==> src/rtl/instr_align_buffer_if.sv <==
// Fetch-side and decode-side handshake bundle for the instruction align buffer.
// The master modport is the fetch/decode environment; slave is the buffer itself.
interface instr_align_buffer_if #(
    parameter int XLEN = 32
);
    logic            FetchValidF;
    logic            FetchReadyF;
    logic [31:0]     FetchWordF;
    logic            FlushD;
    logic [XLEN-1:0] RedirectPCF;
    logic            InstrValidD;
    logic            InstrReadyD;
    logic [31:0]     InstrRawD;
    logic            CompressedD;
    logic [XLEN-1:0] PCD;

    modport master (
        output FetchValidF, FetchWordF, FlushD, RedirectPCF, InstrReadyD,
        input  FetchReadyF, InstrValidD, InstrRawD, CompressedD, PCD
    );

    modport slave (
        input  FetchValidF, FetchWordF, FlushD, RedirectPCF, InstrReadyD,
        output FetchReadyF, InstrValidD, InstrRawD, CompressedD, PCD
    );
endinterface

==> src/rtl/instr_align_buffer.sv <==
// Halfword realignment queue: slices word-aligned fetch data into 16/32-bit
// instructions presented at bit 0 with their PC, one per cycle.
module instr_align_buffer #(
    parameter int              XLEN         = 32,
    parameter int              DEPTH        = 4,
    parameter logic [XLEN-1:0] RESET_VECTOR = '0
) (
    input  logic                     clk,
    input  logic                     reset_n,
    instr_align_buffer_if.slave      bus
);
    localparam int IW = $clog2(DEPTH);
    localparam int PW = IW + 1;
    localparam logic [PW-1:0] CNT_READY_MAX = PW'(DEPTH - 2);

    logic [15:0]     hw_q [DEPTH];
    logic [PW-1:0]   head_q, head_d;
    logic [PW-1:0]   count_q, count_d;
    logic [XLEN-1:0] pc_q, pc_d;
    logic            skip_q, skip_d;

    logic [IW-1:0]   rd0, rd1, wr0, wr1;
    logic [15:0]     h0, h1;
    logic            is_cmp, is_full, push, pop;
    logic [PW-1:0]   n_push, n_pop;

    assign rd0 = head_q[IW-1:0];
    assign rd1 = rd0 + 1'b1;
    // Write slot is taken from the pre-pop head so a same-cycle pop cannot shift it.
    assign wr0 = rd0 + count_q[IW-1:0];
    assign wr1 = wr0 + 1'b1;

    assign h0 = hw_q[rd0];
    assign h1 = hw_q[rd1];

    assign is_cmp  = (count_q != '0) && (h0[1:0] != 2'b11);
    assign is_full = (count_q >= PW'(2)) && (h0[1:0] == 2'b11);

    assign bus.FetchReadyF = (count_q <= CNT_READY_MAX);
    assign bus.InstrValidD = is_cmp || is_full;
    assign bus.InstrRawD   = is_full ? {h1, h0} : (is_cmp ? {16'h0000, h0} : 32'h0);
    assign bus.CompressedD = is_cmp;
    assign bus.PCD         = pc_q;

    assign push = bus.FetchValidF && bus.FetchReadyF && !bus.FlushD;
    assign pop  = bus.InstrValidD && bus.InstrReadyD && !bus.FlushD;

    assign n_push = push ? (skip_q ? PW'(1) : PW'(2)) : '0;
    assign n_pop  = pop  ? (is_full ? PW'(2) : PW'(1)) : '0;

    always_comb begin
        head_d  = head_q;
        count_d = count_q;
        pc_d    = pc_q;
        skip_d  = skip_q;
        if (bus.FlushD) begin
            head_d  = '0;
            count_d = '0;
            pc_d    = bus.RedirectPCF & ~XLEN'(1);
            skip_d  = bus.RedirectPCF[1];
        end else begin
            count_d = count_q + n_push - n_pop;
            head_d  = head_q + n_pop;
            if (pop) begin
                pc_d = pc_q + (is_full ? XLEN'(4) : XLEN'(2));
            end
            if (push) begin
                skip_d = 1'b0;
            end
        end
    end

    always_ff @(posedge clk or negedge reset_n) begin
        if (!reset_n) begin
            head_q  <= '0;
            count_q <= '0;
            pc_q    <= RESET_VECTOR;
            skip_q  <= 1'b0;
        end else begin
            head_q  <= head_d;
            count_q <= count_d;
            pc_q    <= pc_d;
            skip_q  <= skip_d;
        end
    end

    // Storage needs no reset: count gates every read of it.
    always_ff @(posedge clk) begin
        if (push) begin
            if (skip_q) begin
                hw_q[wr0] <= bus.FetchWordF[31:16];
            end else begin
                hw_q[wr0] <= bus.FetchWordF[15:0];
                hw_q[wr1] <= bus.FetchWordF[31:16];
            end
        end
    end
endmodule

==> src/flat_wrapper.sv <==
// flat-port wrapper written by rule: the top's interface ports become plain ports
module instr_align_buffer_flat 
#(
    parameter int              XLEN         = 32,
    parameter int              DEPTH        = 4,
    parameter logic [XLEN-1:0] RESET_VECTOR = '0
)
  (clk, reset_n, bus_FetchValidF, bus_FetchWordF, bus_FlushD, bus_RedirectPCF, bus_InstrReadyD, bus_FetchReadyF, bus_InstrValidD, bus_InstrRawD, bus_CompressedD, bus_PCD);
  instr_align_buffer_if #(.XLEN(XLEN)) bus_i ();
  input  logic clk;
  input  logic reset_n;
  input wire logic [$bits(bus_i.FetchValidF)-1:0] bus_FetchValidF;
  input wire logic [$bits(bus_i.FetchWordF)-1:0] bus_FetchWordF;
  input wire logic [$bits(bus_i.FlushD)-1:0] bus_FlushD;
  input wire logic [$bits(bus_i.RedirectPCF)-1:0] bus_RedirectPCF;
  input wire logic [$bits(bus_i.InstrReadyD)-1:0] bus_InstrReadyD;
  output wire logic [$bits(bus_i.FetchReadyF)-1:0] bus_FetchReadyF;
  output wire logic [$bits(bus_i.InstrValidD)-1:0] bus_InstrValidD;
  output wire logic [$bits(bus_i.InstrRawD)-1:0] bus_InstrRawD;
  output wire logic [$bits(bus_i.CompressedD)-1:0] bus_CompressedD;
  output wire logic [$bits(bus_i.PCD)-1:0] bus_PCD;
  assign bus_i.FetchValidF = bus_FetchValidF;
  assign bus_i.FetchWordF = bus_FetchWordF;
  assign bus_i.FlushD = bus_FlushD;
  assign bus_i.RedirectPCF = bus_RedirectPCF;
  assign bus_i.InstrReadyD = bus_InstrReadyD;
  assign bus_FetchReadyF = bus_i.FetchReadyF;
  assign bus_InstrValidD = bus_i.InstrValidD;
  assign bus_InstrRawD = bus_i.InstrRawD;
  assign bus_CompressedD = bus_i.CompressedD;
  assign bus_PCD = bus_i.PCD;
  instr_align_buffer #(.XLEN(XLEN), .DEPTH(DEPTH), .RESET_VECTOR(RESET_VECTOR)) u_core (.clk(clk), .reset_n(reset_n), .bus(bus_i));
endmodule
==> config.mk <==
export PLATFORM = sky130hd
export DESIGN_NAME = instr_align_buffer_flat
export DESIGN_NICKNAME = d
export VERILOG_FILES = /design/src/rtl/instr_align_buffer_if.sv /design/src/rtl/instr_align_buffer.sv /design/src/flat_wrapper.sv
export SDC_FILE = /design/constraint.sdc
export NUM_CORES = 1
export LEC_CHECK = 0
export BUFFER_PORTS_ARGS = -buffer_cell sky130_fd_sc_hd__buf_2
export CAP_MARGIN = 20
export CORE_ASPECT_RATIO = 0.75
export CORE_MARGIN = 8
export CORE_UTILIZATION = 52
export CTS_BUF_LIST = sky130_fd_sc_hd__clkbuf_8
export DETAILED_ROUTE_END_ITERATION = 8
export HOLD_SLACK_MARGIN = 0.15
export PLACE_DENSITY = 0.77
export SYNTH_ARGS = -nofsm -noshare
export SYNTH_HDL_FRONTEND = slang
export SYNTH_SLANG_ARGS = --single-unit
==> constraint.sdc <==
create_clock -name clk -period 4.2 [get_ports clk]
set_input_delay 0.84 -clock clk [delete_from_list [all_inputs] [get_ports clk]]
set_output_delay 0.84 -clock clk [all_outputs]
set_load 0.01 [all_outputs]
==> results of run 1 <==
-- placed cells by master, fill, tap and decap left out, drive strengths merged, types with 6 or more instances in the layout --
cell type / instances
clkbuf: 9
mux2: 69
a21oi: 13
xor2: 14
xnor2: 14
inv: 14
nor2b: 21
edfxtp: 64
and2: 19
ha: 6
o21ai: 27
o2111ai: 7
buf: 146
nand2: 35
nor2: 19
dfrtp: 37
mux4: 32
nand3: 14
-- synth_stat cells (13+ instances only) --
| cell type | count |
|---|---|
| sky130_fd_sc_hd__a21oi_1 | 13 |
| sky130_fd_sc_hd__mux4_2 | 32 |
| sky130_fd_sc_hd__nor2_1 | 19 |
| sky130_fd_sc_hd__and2_1 | 19 |
| sky130_fd_sc_hd__clkbuf_1 | 23 |
| sky130_fd_sc_hd__mux2_2 | 69 |
| sky130_fd_sc_hd__dfrtp_1 | 37 |
| sky130_fd_sc_hd__nor2b_1 | 21 |
| sky130_fd_sc_hd__o21ai_0 | 24 |
| sky130_fd_sc_hd__nand3_1 | 14 |
| sky130_fd_sc_hd__xnor2_1 | 14 |
| sky130_fd_sc_hd__inv_1 | 13 |
| sky130_fd_sc_hd__edfxtp_1 | 64 |
| sky130_fd_sc_hd__xor2_1 | 14 |
| sky130_fd_sc_hd__nand2_1 | 35 |
-- worst paths after layout --
path	startpoint	endpoint	slack, ns	cells past startpoint
worst max-delay path	u_core.head_q[1]$_DFF_PN0_	u_core.bus.PCD[25]$_DFFE_PN0N_	0.28	11
worst min-delay path	reset_n	u_core.bus.PCD[18]$_DFFE_PN0N_	0.58	1
worst max register to register	u_core.head_q[1]$_DFF_PN0_	u_core.bus.PCD[25]$_DFFE_PN0N_	0.28	11
worst min register to register	u_core.bus.PCD[31]$_DFFE_PN0N_	u_core.bus.PCD[31]$_DFFE_PN0N_	0.59	3
max in group asynchronous	reset_n	u_core.head_q[1]$_DFF_PN0_	3.00	1
min in group clk	u_core.bus.PCD[31]$_DFFE_PN0N_	u_core.bus.PCD[31]$_DFFE_PN0N_	0.59	3
-- sequential cells by signal (all words and copies together) (netlist names) --
signal	cells
u_core.bus.PCD	31
u_core.count_q	3
u_core.head_q	2
u_core.hw_q	64
u_core.skip_q	1
-- cell type report --
cell class | count | share of cell area
multi-input cells | 348 | 0.434
clock buffers | 9 | 0.0173
inverters | 13 | 0.00680
clock inverters | 7 | 0.0105
well taps | 162 | 0.0283
flip-flops and latches | 101 | 0.397
repair buffers | 146 | 0.106
-- critical path: cells and delay by family (launching register included) --
family | cells | cell delay, ns
flip-flops | 1 | 0.54
adder cells (fa/ha/maj) | 2 | 0.58
multiplexers | 1 | 0.64
AND/OR/NAND/NOR | 5 | 1.21
AO/OA/AOI/OAI | 2 | 0.81
buffers and inverters | 1 | 0.05
-- power by group through the flow --
stage	combinational, uW	sequential [uW]	clock (uW)
6_report	1390	1360	629
5_1_grt	1520	1380	678
3_5_place_dp	1390	1380	0
3_3_place_gp	1350	1370	0
4_1_cts	1400	1360	645
2_1_floorplan	896	1350	0
-- per-layer routing --
metal / share of wire / vias up
met5: 0 / -
met4: 0.0088 / 0
met3: 0.071 / 11
met2: 0.50 / 170
met1: 0.42 / 2309
li1: - / 2097
-- logic make-up after synthesis --
kind of cell	count (synthesis)	synth area share
xor+xnor	28	0.0401
other cells	1	0.000614
mux	103	0.248
simple gates	138	0.118
fa+ha+maj	9	0.0221
buf+inv	41	0.0274
compound gates	69	0.0772
flops	101	0.466
-- stage by stage --
step	utilization	setup slack, ns
final	0.622	0.280
after global routing	0.622	0.0456
after CTS	0.622	0.245
after detailed placement	0.605	0.310
after global placement	0.605	0.374
after floorplan	-	0.515
==> impl_metrics.prom, run 1 <==
# TYPE chip_impl_metric gauge
chip_impl_metric{name="worstPathRequired",unit="ns"} 4.50
chip_impl_info{name="min-delay-path-class",value="input pin to asynchronous set/reset pin"} 1
chip_impl_metric{name="met1_usage",unit=""} 0.264
chip_impl_metric{name="worst-slew-pin-transition",unit="ns"} 1.07
chip_impl_metric{name="power_density",unit="nW/um^2"} 471
chip_impl_metric{name="yosys.cell_types.count",unit=""} 49
chip_impl_metric{name="placed_cell_area",unit="sq um"} 6980
chip_impl_metric{name="dp.final_hpwl",unit="microns"} 11500
chip_impl_metric{name="cts_hold_buffers",unit=""} 0
chip_impl_metric{name="cts_setup_buffers",unit=""} 0
chip_impl_metric{name="cts_sinks",unit=""} 101
chip_impl_info{name="synth_area_leader_cell",value="sky130_fd_sc_hd__edfxtp_1"} 1
chip_impl_metric{name="cts-buffers-inserted",unit=""} 9
chip_impl_metric{name="globalRouteOverflowTotal",unit=""} 0
chip_impl_info{name="outcome",value="completed"} 1
chip_impl_metric{name="cts.path.max_buffers",unit=""} 2
chip_impl_metric{name="global_route_wire_length_before_repair",unit="microns"} 25100
chip_impl_metric{name="fin_nets",unit=""} 697
chip_impl_metric{name="routed_wirelength",unit="microns"} 15800
chip_impl_info{name="synth.top_cells.by_area",value="sky130_fd_sc_hd__edfxtp_1 (31%), sky130_fd_sc_hd__dfrtp_1 (15%), sky130_fd_sc_hd__mux2_2 (13%)"} 1
chip_impl_metric{name="setup_tns",unit="ns"} 0
chip_impl_metric{name="htreeDepth",unit=""} 3
chip_impl_metric{name="maxSlewViolCount",unit=""} 0
chip_impl_metric{name="synth_area",unit="sq um"} 6110
chip_impl_info{name="kind_of_launch_point_of_the_worst_setup_path",value="flip-flop"} 1
chip_impl_metric{name="pin_count_of_the_biggest_net_entering_global_routing",unit=""} 70
chip_impl_metric{name="post-route-period-util",unit=""} 0.933
chip_impl_info{name="setup_repair_after_global_routing_missed_its_margin",value="false"} 1
chip_impl_metric{name="grtUsageMet3",unit=""} 0.0503
chip_impl_metric{name="drv_cap",unit=""} 0
chip_impl_metric{name="netSwitchingPower",unit="uW"} 1240
chip_impl_metric{name="register_area",unit="sq um"} 2850
chip_impl_metric{name="syn-instance-count",unit=""} 490
chip_impl_metric{name="setup_viol",unit=""} 0
chip_impl_metric{name="sequential_fraction_of_the_synthesis_area",unit=""} 0.466
chip_impl_metric{name="core_area",unit="sq um"} 11500
chip_impl_metric{name="worst_ep_arrival_time",unit="ns"} 4.22
chip_impl_metric{name="share_seq_of_total_power",unit=""} 0.403
chip_impl_metric{name="number_of_inserted_diodes",unit=""} 0
chip_impl_metric{name="num_vias",unit=""} 4587
chip_impl_metric{name="leakagePower",unit="uW"} 0.00277
chip_impl_metric{name="detail_route.vias_per_cell",unit=""} 5.84
chip_impl_metric{name="ant_nets",unit=""} 0
chip_impl_info{name="grt.busiest_layer",value="met2"} 1
chip_impl_metric{name="areaGrowthSynthToFinish",unit="%"} 17.4
chip_impl_metric{name="design_area",unit="sq um"} 7170
chip_impl_metric{name="cts.reportedPaths.clkPinSlew",unit="ns"} 0.10
chip_impl_metric{name="area_taken_by_multi_input_logic_gates",unit="sq um"} 3110
chip_impl_metric{name="vdd_ir_drop_max",unit="mV"} 0.212
chip_impl_metric{name="rows",unit=""} 34
chip_impl_metric{name="detailedRoute.firstIterationViolations",unit=""} 401
chip_impl_metric{name="postSynthAreaPerCell",unit="sq um"} 12.5
chip_impl_info{name="crit_path_top_delay_cell",value="sky130_fd_sc_hd__mux4_2"} 1
chip_impl_metric{name="chipWidth",unit="microns"} 141
chip_impl_metric{name="relSlewSlack",unit=""} 0.285
chip_impl_metric{name="intPower",unit="uW"} 2140
chip_impl_metric{name="total_power",unit="uW"} 3380
chip_impl_metric{name="drive_gt1_frac",unit=""} 0.438
chip_impl_metric{name="globalRouteTotalUtil",unit=""} 0.206
chip_impl_metric{name="fmax",unit="GHz"} 0.255
chip_impl_metric{name="power.clock.fraction",unit=""} 0.186
chip_impl_info{name="timing.critical_path.cells",value="mux4_2 -> nand2_1 -> or2_2 -> ha_1 -> inv_1 -> fa_1 -> nand3b_1 -> a2111oi_4 -> o2111ai_4 -> or4_1 -> nand3_1"} 1
chip_impl_info{name="cts-root-buf",value="sky130_fd_sc_hd__clkbuf_8"} 1
chip_impl_metric{name="wl_per_cell",unit="microns"} 20.1
chip_impl_metric{name="timing.final.crit_period",unit="ns"} 3.92
chip_impl_metric{name="power_frac_comb",unit=""} 0.410
chip_impl_metric{name="asyncSetResetFlopFracSynth",unit=""} 0.366
chip_impl_metric{name="fillers",unit=""} 932
chip_impl_metric{name="synthDominantCellAreaShare",unit=""} 0.315
chip_impl_metric{name="placed_cells",unit=""} 770
chip_impl_info{name="clock_tree_from_tritoncts",value="built"} 1
chip_impl_metric{name="number_of_enable_type_register_cells_in_the_synthesized_netlist",unit=""} 64
chip_impl_metric{name="die_y",unit="microns"} 110
chip_impl_metric{name="grtUsageMet2",unit=""} 0.352
chip_impl_metric{name="mappedNetlistNets",unit=""} 568
chip_impl_metric{name="antenna_found_initial",unit=""} 0
chip_impl_metric{name="flip_flop_and_latch_count_after_synthesis",unit=""} 101
chip_impl_info{name="postSynth.topFlopCell",value="sky130_fd_sc_hd__edfxtp_1"} 1
chip_impl_metric{name="detail_route.first_pass.iterations",unit=""} 4
chip_impl_metric{name="design.portCount",unit=""} 136
chip_impl_metric{name="switching_share",unit=""} 0.366
chip_impl_metric{name="final-hold-violation-count",unit=""} 0
chip_impl_metric{name="total_drc_errors_in_the_routed_layout",unit=""} 0
chip_impl_metric{name="post_cts_resized",unit=""} 0
chip_impl_metric{name="number_of_global_route_vias_before_repair",unit=""} 4838
chip_impl_metric{name="port_buffers",unit=""} 133
chip_impl_metric{name="synth_warnings",unit=""} 0
chip_impl_metric{name="finClkSkew",unit="ns"} 0.00678
chip_impl_metric{name="final_cells",unit=""} 786
chip_impl_metric{name="delay_of_the_slowest_cell_on_the_worst_path",unit="ns"} 0.64
chip_impl_metric{name="die_area",unit="sq um"} 15500
chip_impl_metric{name="clock_latency",unit="ns"} 0.36
chip_impl_info{name="critPathKind",value="flip-flop to flip-flop"} 1
chip_impl_info{name="endpoint_kind",value="flip-flop"} 1
chip_impl_metric{name="hold-worst-slack",unit="ns"} 0.585
chip_impl_metric{name="initial_util",unit=""} 0.530
chip_impl_metric{name="crit_path_max_fanout",unit=""} 9
chip_impl_metric{name="finalWeightedCongestion",unit=""} 0.831
Power figures use the tool's default switching activity.
==> run 2, diff against run 1 <==
--- a/config.mk
+++ b/config.mk
@@ -5,6 +5,7 @@
 export SDC_FILE = /design/constraint.sdc
 export NUM_CORES = 1
 export LEC_CHECK = 0
+export ABC_AREA = 1
 export BUFFER_PORTS_ARGS = -buffer_cell sky130_fd_sc_hd__buf_2
 export CAP_MARGIN = 20
 export CORE_ASPECT_RATIO = 0.75
@@ -13,7 +14,7 @@
 export CTS_BUF_LIST = sky130_fd_sc_hd__clkbuf_8
 export DETAILED_ROUTE_END_ITERATION = 8
 export HOLD_SLACK_MARGIN = 0.15
-export PLACE_DENSITY = 0.77
+export PLACE_DENSITY = 0.76
 export SYNTH_ARGS = -nofsm -noshare
 export SYNTH_HDL_FRONTEND = slang
 export SYNTH_SLANG_ARGS = --single-unit
==> run 2 against run 1 <==
Largest cell class unchanged. Flip-flop and latch count did not move. Critical endpoint is now bus_InstrRawD[5]. Combinational power is 60% higher. Area after synthesis rose by 13%. Critical path type is now flip-flop to output port. Clock-buffer cell count unchanged. Sequential share of layout area is 3.5 points lower. Final cell count rose by 66%. Wire length grew 32%. Synthesized cell count rose by 110%. Global-route usage rose by 3.4 points. Register-to-register slack improved by 0.18 ns.
==> impl_metrics.prom, run 2 <==
# TYPE chip_impl_metric gauge
chip_impl_info{name="layout.cells.most_common",value="sky130_fd_sc_hd__nand2_1"} 1
chip_impl_metric{name="crit_path_max_fanout",unit=""} 22
chip_impl_metric{name="finalWeightedCongestion",unit=""} 0.952
chip_impl_metric{name="ant_nets",unit=""} 0
chip_impl_metric{name="timing.hold.worst_path_depth",unit=""} 2
chip_impl_metric{name="total_drc_errors_in_the_routed_layout",unit=""} 0
chip_impl_metric{name="detailedRoute.firstIterationViolations",unit=""} 617
chip_impl_metric{name="number_of_global_route_vias_before_repair",unit=""} 6368
chip_impl_metric{name="finClkSkew",unit="ns"} 0.0141
chip_impl_info{name="setup_repair_after_global_routing_missed_its_margin",value="false"} 1
chip_impl_info{name="critPathKind",value="flip-flop to output port"} 1
chip_impl_info{name="hp-start",value="u_core.bus.PCD[31]$_DFFE_PN0N_"} 1
chip_impl_metric{name="antenna_found_initial",unit=""} 1
chip_impl_metric{name="die_y",unit="microns"} 116
chip_impl_metric{name="drv_cap",unit=""} 0
chip_impl_info{name="startpoint_of_the_most_critical_register_to_register_path",value="u_core.head_q[0]$_DFF_PN0_"} 1
chip_impl_metric{name="cts_setup_buffers",unit=""} 0
chip_impl_info{name="min-delay-path-class",value="flip-flop to flip-flop"} 1
chip_impl_metric{name="setup_viol",unit=""} 0
chip_impl_metric{name="maxSlewViolCount",unit=""} 0
chip_impl_info{name="cts-root-buf",value="sky130_fd_sc_hd__clkbuf_8"} 1
chip_impl_info{name="synth.cells.most_frequent",value="sky130_fd_sc_hd__nand2_1 (536), sky130_fd_sc_hd__nor2_1 (87), sky130_fd_sc_hd__edfxtp_1 (64)"} 1
chip_impl_info{name="synth_area_leader_cell",value="sky130_fd_sc_hd__nand2_1"} 1
chip_impl_metric{name="clock_latency",unit="ns"} 0.38
chip_impl_metric{name="htreeDepth",unit=""} 3
chip_impl_metric{name="asyncSetResetFlopFracSynth",unit=""} 0.366
chip_impl_metric{name="chipWidth",unit="microns"} 149
chip_impl_metric{name="syn-instance-count",unit=""} 1008
chip_impl_info{name="grt.busiest_layer",value="met2"} 1
chip_impl_metric{name="synth_warnings",unit=""} 0
chip_impl_metric{name="routed_wirelength",unit="microns"} 20900
chip_impl_metric{name="post_cts_resized",unit=""} 0
chip_impl_metric{name="register_area",unit="sq um"} 2850
chip_impl_info{name="synth.top_cells.by_area",value="sky130_fd_sc_hd__nand2_1 (29%), sky130_fd_sc_hd__edfxtp_1 (28%), sky130_fd_sc_hd__dfrtp_1 (13%)"} 1
chip_impl_metric{name="final_cells",unit=""} 1301
chip_impl_metric{name="worstPathRequired",unit="ns"} 3.36
chip_impl_metric{name="fmax",unit="GHz"} 0.263
chip_impl_metric{name="largest_register_ff_count",unit=""} 64
chip_impl_metric{name="placement.setup.worst_slack",unit="ns"} 0.558
chip_impl_metric{name="fin_nets",unit=""} 1202
chip_impl_metric{name="detail_route.vias_per_cell",unit=""} 5.39
chip_impl_metric{name="postSynthAreaPerCell",unit="sq um"} 6.87
chip_impl_metric{name="worst-r2r-setup-slack",unit="ns"} 0.46
chip_impl_metric{name="wl_per_cell",unit="microns"} 16.0
chip_impl_info{name="kind_of_launch_point_of_the_worst_setup_path",value="flip-flop"} 1
chip_impl_metric{name="initial_util",unit=""} 0.532
chip_impl_metric{name="fillers",unit=""} 1243
chip_impl_metric{name="grtUsageMet2",unit=""} 0.351
chip_impl_metric{name="cts_hold_buffers",unit=""} 0
chip_impl_metric{name="met1_usage",unit=""} 0.343
chip_impl_metric{name="dp.final_hpwl",unit="microns"} 15200
chip_impl_metric{name="globalRouteOverflowTotal",unit=""} 0
chip_impl_metric{name="die_area",unit="sq um"} 17300
chip_impl_metric{name="pin_count_of_the_biggest_net_entering_global_routing",unit=""} 38
chip_impl_metric{name="flip_flop_and_latch_count_after_synthesis",unit=""} 101
chip_impl_metric{name="grtUsageMet3",unit=""} 0.0538
chip_impl_info{name="min_to",value="u_core.bus.PCD[31]$_DFFE_PN0N_"} 1
chip_impl_info{name="endpoint_kind",value="output port"} 1
chip_impl_info{name="clock_tree_from_tritoncts",value="built"} 1
chip_impl_metric{name="post-route-period-util",unit=""} 0.904
chip_impl_metric{name="area_taken_by_multi_input_logic_gates",unit="sq um"} 3640
chip_impl_metric{name="placed_cells",unit=""} 1284
chip_impl_metric{name="areaGrowthSynthToFinish",unit="%"} 13.7
chip_impl_metric{name="rows",unit=""} 36
chip_impl_metric{name="total_power",unit="uW"} 4510
chip_impl_metric{name="setup_tns",unit="ns"} 0
chip_impl_metric{name="final-hold-violation-count",unit=""} 0
chip_impl_info{name="top_register",value="u_core.hw_q"} 1
chip_impl_metric{name="mappedNetlistNets",unit=""} 1086
chip_impl_metric{name="globalRouteTotalUtil",unit=""} 0.240
chip_impl_metric{name="worst_ep_arrival_time",unit="ns"} 2.96
chip_impl_metric{name="number_of_enable_type_register_cells_in_the_synthesized_netlist",unit=""} 64
chip_impl_metric{name="yosys.cell_types.count",unit=""} 41
chip_impl_metric{name="sequential_fraction_of_the_synthesis_area",unit=""} 0.411
chip_impl_metric{name="drive_gt1_frac",unit=""} 0.167
chip_impl_info{name="commonest_non_fill_non_tap_cells_in_the_layout",value="sky130_fd_sc_hd__nand2_1 (536), sky130_fd_sc_hd__buf_2 (133), sky130_fd_sc_hd__nor2_1 (87)"} 1
chip_impl_metric{name="synthDominantCellAreaShare",unit=""} 0.291
chip_impl_metric{name="core_area",unit="sq um"} 13000
chip_impl_metric{name="relSlewSlack",unit=""} 0.405
chip_impl_metric{name="cts.path.max_buffers",unit=""} 2
chip_impl_metric{name="timing.final.crit_period",unit="ns"} 3.80
chip_impl_metric{name="port_buffers",unit=""} 133
chip_impl_metric{name="worst-r2r-cell-count",unit=""} 20
chip_impl_metric{name="design.portCount",unit=""} 136
chip_impl_info{name="postSynth.topFlopCell",value="sky130_fd_sc_hd__edfxtp_1"} 1
chip_impl_metric{name="detail_route.first_pass.iterations",unit=""} 5
chip_impl_metric{name="worst-slew-pin-transition",unit="ns"} 0.892
chip_impl_metric{name="cts_sinks",unit=""} 101
chip_impl_metric{name="power_density",unit="nW/um^2"} 573
chip_impl_metric{name="cts.reportedPaths.clkPinSlew",unit="ns"} 0.11
chip_impl_metric{name="num_vias",unit=""} 7017
chip_impl_metric{name="vdd_ir_drop_max",unit="mV"} 0.297
chip_impl_info{name="worstReg2RegEnd",value="u_core.bus.PCD[29]$_DFFE_PN0N_"} 1
chip_impl_info{name="outcome",value="completed"} 1
chip_impl_metric{name="global_route_wire_length_before_repair",unit="microns"} 33000
chip_impl_metric{name="synth_area",unit="sq um"} 6930
chip_impl_metric{name="cts-buffers-inserted",unit=""} 9
chip_impl_metric{name="final_critical_path_setup_slack",unit="ns"} 0.402
chip_impl_info{name="synth_most_common_cell",value="sky130_fd_sc_hd__nand2_1"} 1
chip_impl_metric{name="leakagePower",unit="uW"} 0.00393
[run 2: kinds of logic after synthesis]
group,Yosys count,synth area share
AO/OA/AOI/OAI,97,0.0824
adder cells (fa/ha/maj),9,0.0195
buffers and inverters,94,0.0631
AND/OR/NAND/NOR,689,0.400
other,1,0.000541
flip-flops,101,0.411
XOR/XNOR,17,0.0237
[run 2: how the worst max path moves through the flow]
stage | to | slack (ns) | startpoint | depth (start not counted)
6_report | bus_InstrRawD[5] | 0.40 | u_core.head_q[0]$_DFF_PN0_ | 11
4_1_cts | bus_InstrRawD[5] | 0.43 | u_core.head_q[0]$_DFF_PN0_ | 11
5_1_grt | u_core.bus.PCD[29]$_DFFE_PN0N_ | 0.1 | u_core.head_q[0]$_DFF_PN0_ | 20
2_1_floorplan | u_core.count_q[2]$_DFF_PN0_ | 1.20 | bus_FlushD | 13
3_3_place_gp | u_core.bus.PCD[29]$_DFFE_PN0N_ | 0.61 | u_core.head_q[0]$_DFF_PN0_ | 20
3_5_place_dp | u_core.bus.PCD[29]$_DFFE_PN0N_ | 0.56 | u_core.head_q[0]$_DFF_PN0_ | 20
[run 2: layer usage]
layer | part of all wire | vias up
met3 | 0.11 | 27
met5 | 0 | -
met2 | 0.42 | 364
met1 | 0.46 | 3161
li1 | - | 3465
met4 | 0.016 | 0
[run 2: cell type report]
class,count,area share
Antenna cell,1,0.000318
Clock buffer,9,0.0157
Clock inverter,7,0.00842
Inverter,52,0.0261
Multi-Input combinational cell,813,0.463
Sequential cell,101,0.362
Tap cell,171,0.0272
Timing Repair Buffer,147,0.0979
[run 2: power by group]
part	total, uW	leakage, uW	switching, uW	internal, uW
clock	626	0.0000922	394	233
combinational	2220	0.00279	1470	756
sequential	1660	0.00105	285	1380
total	4510	0.00393	2150	2370
[run 2: through the flow]
stage | hold WS [ns] | utilization | instance area [sq um]
final | 0.549 | 0.605 | 7870
after global routing | 0.586 | 0.605 | 7870
after CTS | 0.536 | 0.604 | 7870
after detailed placement | 0.510 | 0.590 | 7680
after global placement | 0.509 | 0.590 | 7680
after floorplan | 0.529 | - | 6930
[run 2: worst max-delay path: stages (launching register included)]
cell and delay [ns]:
sky130_fd_sc_hd__dfrtp_1 0.52, sky130_fd_sc_hd__buf_4 0.33, sky130_fd_sc_hd__nand2_1 0.08, sky130_fd_sc_hd__nand3_1 0.10, sky130_fd_sc_hd__nand2_1 0.07, sky130_fd_sc_hd__nand2_1 0.12, sky130_fd_sc_hd__nand2_1 0.09, sky130_fd_sc_hd__nand2_1 0.40
sky130_fd_sc_hd__clkinv_1 0.47, sky130_fd_sc_hd__nand2_1 0.15, sky130_fd_sc_hd__a21oi_1 0.07, sky130_fd_sc_hd__buf_2 0.15
==> run 3, diff against run 2 <==
--- a/config.mk
+++ b/config.mk
@@ -14,7 +14,8 @@
 export CTS_BUF_LIST = sky130_fd_sc_hd__clkbuf_8
 export DETAILED_ROUTE_END_ITERATION = 8
 export HOLD_SLACK_MARGIN = 0.15
-export PLACE_DENSITY = 0.76
+export PLACE_DENSITY_LB_ADDON = 0.12
+export SLEW_MARGIN = 20
 export SYNTH_ARGS = -nofsm -noshare
 export SYNTH_HDL_FRONTEND = slang
 export SYNTH_SLANG_ARGS = --single-unit
==> run 3 against run 2 <==
Core utilization grew 0.19 points. Flip-flop and latch count is the same. Critical path type is now flip-flop to flip-flop. Non-clock buffer count is the same. Register-to-register slack is essentially flat. Die area is the same. Total power grew 1.9%. Largest cell class unchanged. Setup slack gained 0.047 ns. Final cell count is essentially flat. Final area grew 0.32%. Clock skew shrank 0.0028 ns. Sequential share of layout area shrank 0.11 points. Sequential power is essentially flat.
==> impl_metrics.prom, run 3 (synthesized netlist as in run 2, its figures left out) <==
# TYPE chip_impl_metric gauge
chip_impl_info{name="cts-root-buf",value="sky130_fd_sc_hd__clkbuf_8"} 1
chip_impl_info{name="critPathKind",value="flip-flop to flip-flop"} 1
chip_impl_metric{name="worstPathRequired",unit="ns"} 4.48
chip_impl_metric{name="num_vias",unit=""} 6956
chip_impl_metric{name="globalRouteOverflowTotal",unit=""} 0
chip_impl_info{name="commonest_non_fill_non_tap_cells_in_the_layout",value="sky130_fd_sc_hd__nand2_1 (536), sky130_fd_sc_hd__buf_2 (133), sky130_fd_sc_hd__nor2_1 (87)"} 1
chip_impl_metric{name="initial_util",unit=""} 0.532
chip_impl_info{name="top_register",value="u_core.hw_q"} 1
chip_impl_metric{name="rows",unit=""} 36
chip_impl_metric{name="die_y",unit="microns"} 116
chip_impl_info{name="crit_path_top_delay_cell",value="sky130_fd_sc_hd__dfrtp_1"} 1
chip_impl_info{name="clock_tree_from_tritoncts",value="built"} 1
chip_impl_metric{name="wl_per_cell",unit="microns"} 16.5
chip_impl_metric{name="worstPathBufferInverterCount",unit=""} 4
chip_impl_metric{name="pin_count_of_the_biggest_net_entering_global_routing",unit=""} 43
chip_impl_metric{name="vdd_ir_drop_max",unit="mV"} 0.319
chip_impl_info{name="outcome",value="completed"} 1
chip_impl_metric{name="delay_of_the_slowest_cell_on_the_worst_path",unit="ns"} 0.65
chip_impl_metric{name="end_of_flow_core_utilization",unit=""} 0.607
chip_impl_metric{name="drv_cap",unit=""} 0
chip_impl_metric{name="timing.final.crit_period",unit="ns"} 3.75
chip_impl_metric{name="leakagePower",unit="uW"} 0.00395
chip_impl_metric{name="chipWidth",unit="microns"} 149
chip_impl_metric{name="number_of_inserted_diodes",unit=""} 0
chip_impl_metric{name="areaGrowthSynthToFinish",unit="%"} 14.0
chip_impl_metric{name="htreeDepth",unit=""} 3
chip_impl_metric{name="setup_viol",unit=""} 0
chip_impl_metric{name="design.portCount",unit=""} 136
chip_impl_info{name="timing.critical_path.cells",value="inv_1 -> nand3_1 -> nand2_1 -> nand2_1 -> nor2_2 -> inv_2 -> ha_1 -> inv_1 -> fa_1 -> nor2_1 -> inv_1 -> nor2_1 -> nand2_1 -> nand2_1 -> nand2_1 -> nand2_1 -> nand2_1 -> nand2_1 -> nand2_1"} 1
chip_impl_metric{name="port_buffers",unit=""} 133
chip_impl_metric{name="global_route_wire_length_before_repair",unit="microns"} 33700
chip_impl_metric{name="die_area",unit="sq um"} 17300
chip_impl_metric{name="maxSlewViolCount",unit=""} 0
chip_impl_metric{name="routed_wirelength",unit="microns"} 21400
chip_impl_info{name="cp_top_family",value="simple AND/OR/NAND/NOR gates"} 1
chip_impl_metric{name="drive_gt1_frac",unit=""} 0.166
chip_impl_metric{name="antenna_found_initial",unit=""} 0
chip_impl_metric{name="post-route-period-util",unit=""} 0.893
chip_impl_metric{name="total_drc_errors_in_the_routed_layout",unit=""} 0
chip_impl_metric{name="detail_route.vias_per_cell",unit=""} 5.35
chip_impl_metric{name="dp.final_hpwl",unit="microns"} 15400
chip_impl_metric{name="clock_latency",unit="ns"} 0.38
chip_impl_metric{name="final-hold-violation-count",unit=""} 0
chip_impl_metric{name="detailedRoute.firstIterationViolations",unit=""} 590
chip_impl_metric{name="worst_ep_arrival_time",unit="ns"} 4.03
chip_impl_info{name="min-delay-path-class",value="flip-flop to flip-flop"} 1
chip_impl_info{name="critical-path-top-cell-by-count",value="sky130_fd_sc_hd__nand2_1"} 1
chip_impl_metric{name="cts-buffers-inserted",unit=""} 9
chip_impl_info{name="setup_repair_after_global_routing_missed_its_margin",value="false"} 1
chip_impl_metric{name="crit_path_max_fanout",unit=""} 19
chip_impl_metric{name="worst-r2r-cell-count",unit=""} 19
chip_impl_metric{name="number_of_global_route_vias_before_repair",unit=""} 6315
chip_impl_metric{name="globalRouteTotalUtil",unit=""} 0.246
chip_impl_metric{name="finalWeightedCongestion",unit=""} 0.943
chip_impl_metric{name="core_area",unit="sq um"} 13000
chip_impl_metric{name="ant_nets",unit=""} 0
chip_impl_metric{name="relSlewSlack",unit=""} 0.396
chip_impl_info{name="endpoint_kind",value="flip-flop"} 1
chip_impl_metric{name="fmax",unit="GHz"} 0.267
chip_impl_info{name="layout.cells.most_common",value="sky130_fd_sc_hd__nand2_1"} 1
chip_impl_metric{name="setup_tns",unit="ns"} 0
chip_impl_metric{name="cp.depth",unit=""} 19
chip_impl_metric{name="largest_register_ff_count",unit=""} 64
chip_impl_metric{name="worst-slew-pin-transition",unit="ns"} 0.906
chip_impl_metric{name="cts_sinks",unit=""} 101
chip_impl_metric{name="hold-worst-slack",unit="ns"} 0.542
chip_impl_metric{name="power_density",unit="nW/um^2"} 582
chip_impl_metric{name="fin_nets",unit=""} 1202
chip_impl_metric{name="timing.hold.worst_path_depth",unit=""} 2
chip_impl_metric{name="cts_setup_buffers",unit=""} 0
chip_impl_info{name="kind_of_launch_point_of_the_worst_setup_path",value="flip-flop"} 1
chip_impl_metric{name="post_cts_resized",unit=""} 0
chip_impl_metric{name="cts.path.max_buffers",unit=""} 2
chip_impl_metric{name="finClkSkew",unit="ns"} 0.0113
chip_impl_metric{name="cts_hold_buffers",unit=""} 0
chip_impl_metric{name="cts.reportedPaths.clkPinSlew",unit="ns"} 0.11
chip_impl_metric{name="detail_route.first_pass.iterations",unit=""} 5
[run 3: changes by cell type in the layout (fill, tap and decap cells not counted)]
cell	before	now
sky130_fd_sc_hd__inv_6	3	4
sky130_fd_sc_hd__inv_8	3	0
sky130_fd_sc_hd__clkinvlp_4	2	0
sky130_fd_sc_hd__bufinv_16	0	2
sky130_fd_sc_hd__diode_2	1	0
sky130_fd_sc_hd__clkinv_1	1	3
[run 3: path summary, 6_finish.rpt]
check | startpoint | end | slack (ns)
worst max register to register | u_core.head_q[1]$_DFF_PN0_ | u_core.bus.PCD[29]$_DFFE_PN0N_ | 0.45
worst min-delay path | u_core.bus.PCD[31]$_DFFE_PN0N_ | u_core.bus.PCD[31]$_DFFE_PN0N_ | 0.54
max in group asynchronous | reset_n | u_core.bus.PCD[26]$_DFFE_PN0N_ | 3.05
min in group asynchronous | reset_n | u_core.bus.PCD[11]$_DFFE_PN0N_ | 0.59
worst min register to register | u_core.bus.PCD[31]$_DFFE_PN0N_ | u_core.bus.PCD[31]$_DFFE_PN0N_ | 0.54
worst max-delay path | u_core.head_q[1]$_DFF_PN0_ | u_core.bus.PCD[29]$_DFFE_PN0N_ | 0.45
[run 3: report_power, final]
part           leakage [uW]  internal [uW]  total, uW  switching (uW)
Combinational       0.00279            757       2240            1480
Sequential          0.00105           1380       1660             285
Clock              0.000110            339        699             361
[run 3: area by class of cell]
| cell class | instances | area, sq um |
|---|---|---|
| multi-input combinational | 813 | 3640 |
| clock buffer | 9 | 124 |
| fill | 1268 | 5120 |
| inverter | 52 | 205 |
| timing repair buffer | 147 | 771 |
| clock inverter | 7 | 93.8 |
| tap | 171 | 214 |
| sequential | 101 | 2850 |
[run 3: through the flow]
step / std cells / instance area, sq um / total power (uW) / setup slack (ns)
6_report: 1300 / 7900 / 4600 / 0.449
5_1_grt: 1300 / 7900 / 4930 / 0.117
4_1_cts: 1300 / 7900 / 4600 / 0.499
3_5_place_dp: 1284 / 7680 / 3900 / 0.549
3_3_place_gp: 1284 / 7680 / 3860 / 0.590
2_1_floorplan: 1008 / 6930 / 3090 / 1.20
[run 3: tightest hold or removal path: cells and delay by family, from the launching register on]
| family | cells | cell delay (ns) |
|---|---|---|
| flip-flops | 1 | 0.39 |
| AND/OR/NAND/NOR | 2 | 0.12 |
[run 3: routing by layer]
layer / GRT usage / part of all wire / vias to the layer above / routed length, microns
li1: - / - / 3472 / -
met5: 0 / 0 / - / 0
met4: 0.0423 / 0.0083 / 0 / 179
met1: 0.359 / 0.48 / 3151 / 10200
met3: 0.0698 / 0.10 / 21 / 2220
met2: 0.356 / 0.41 / 312 / 8830
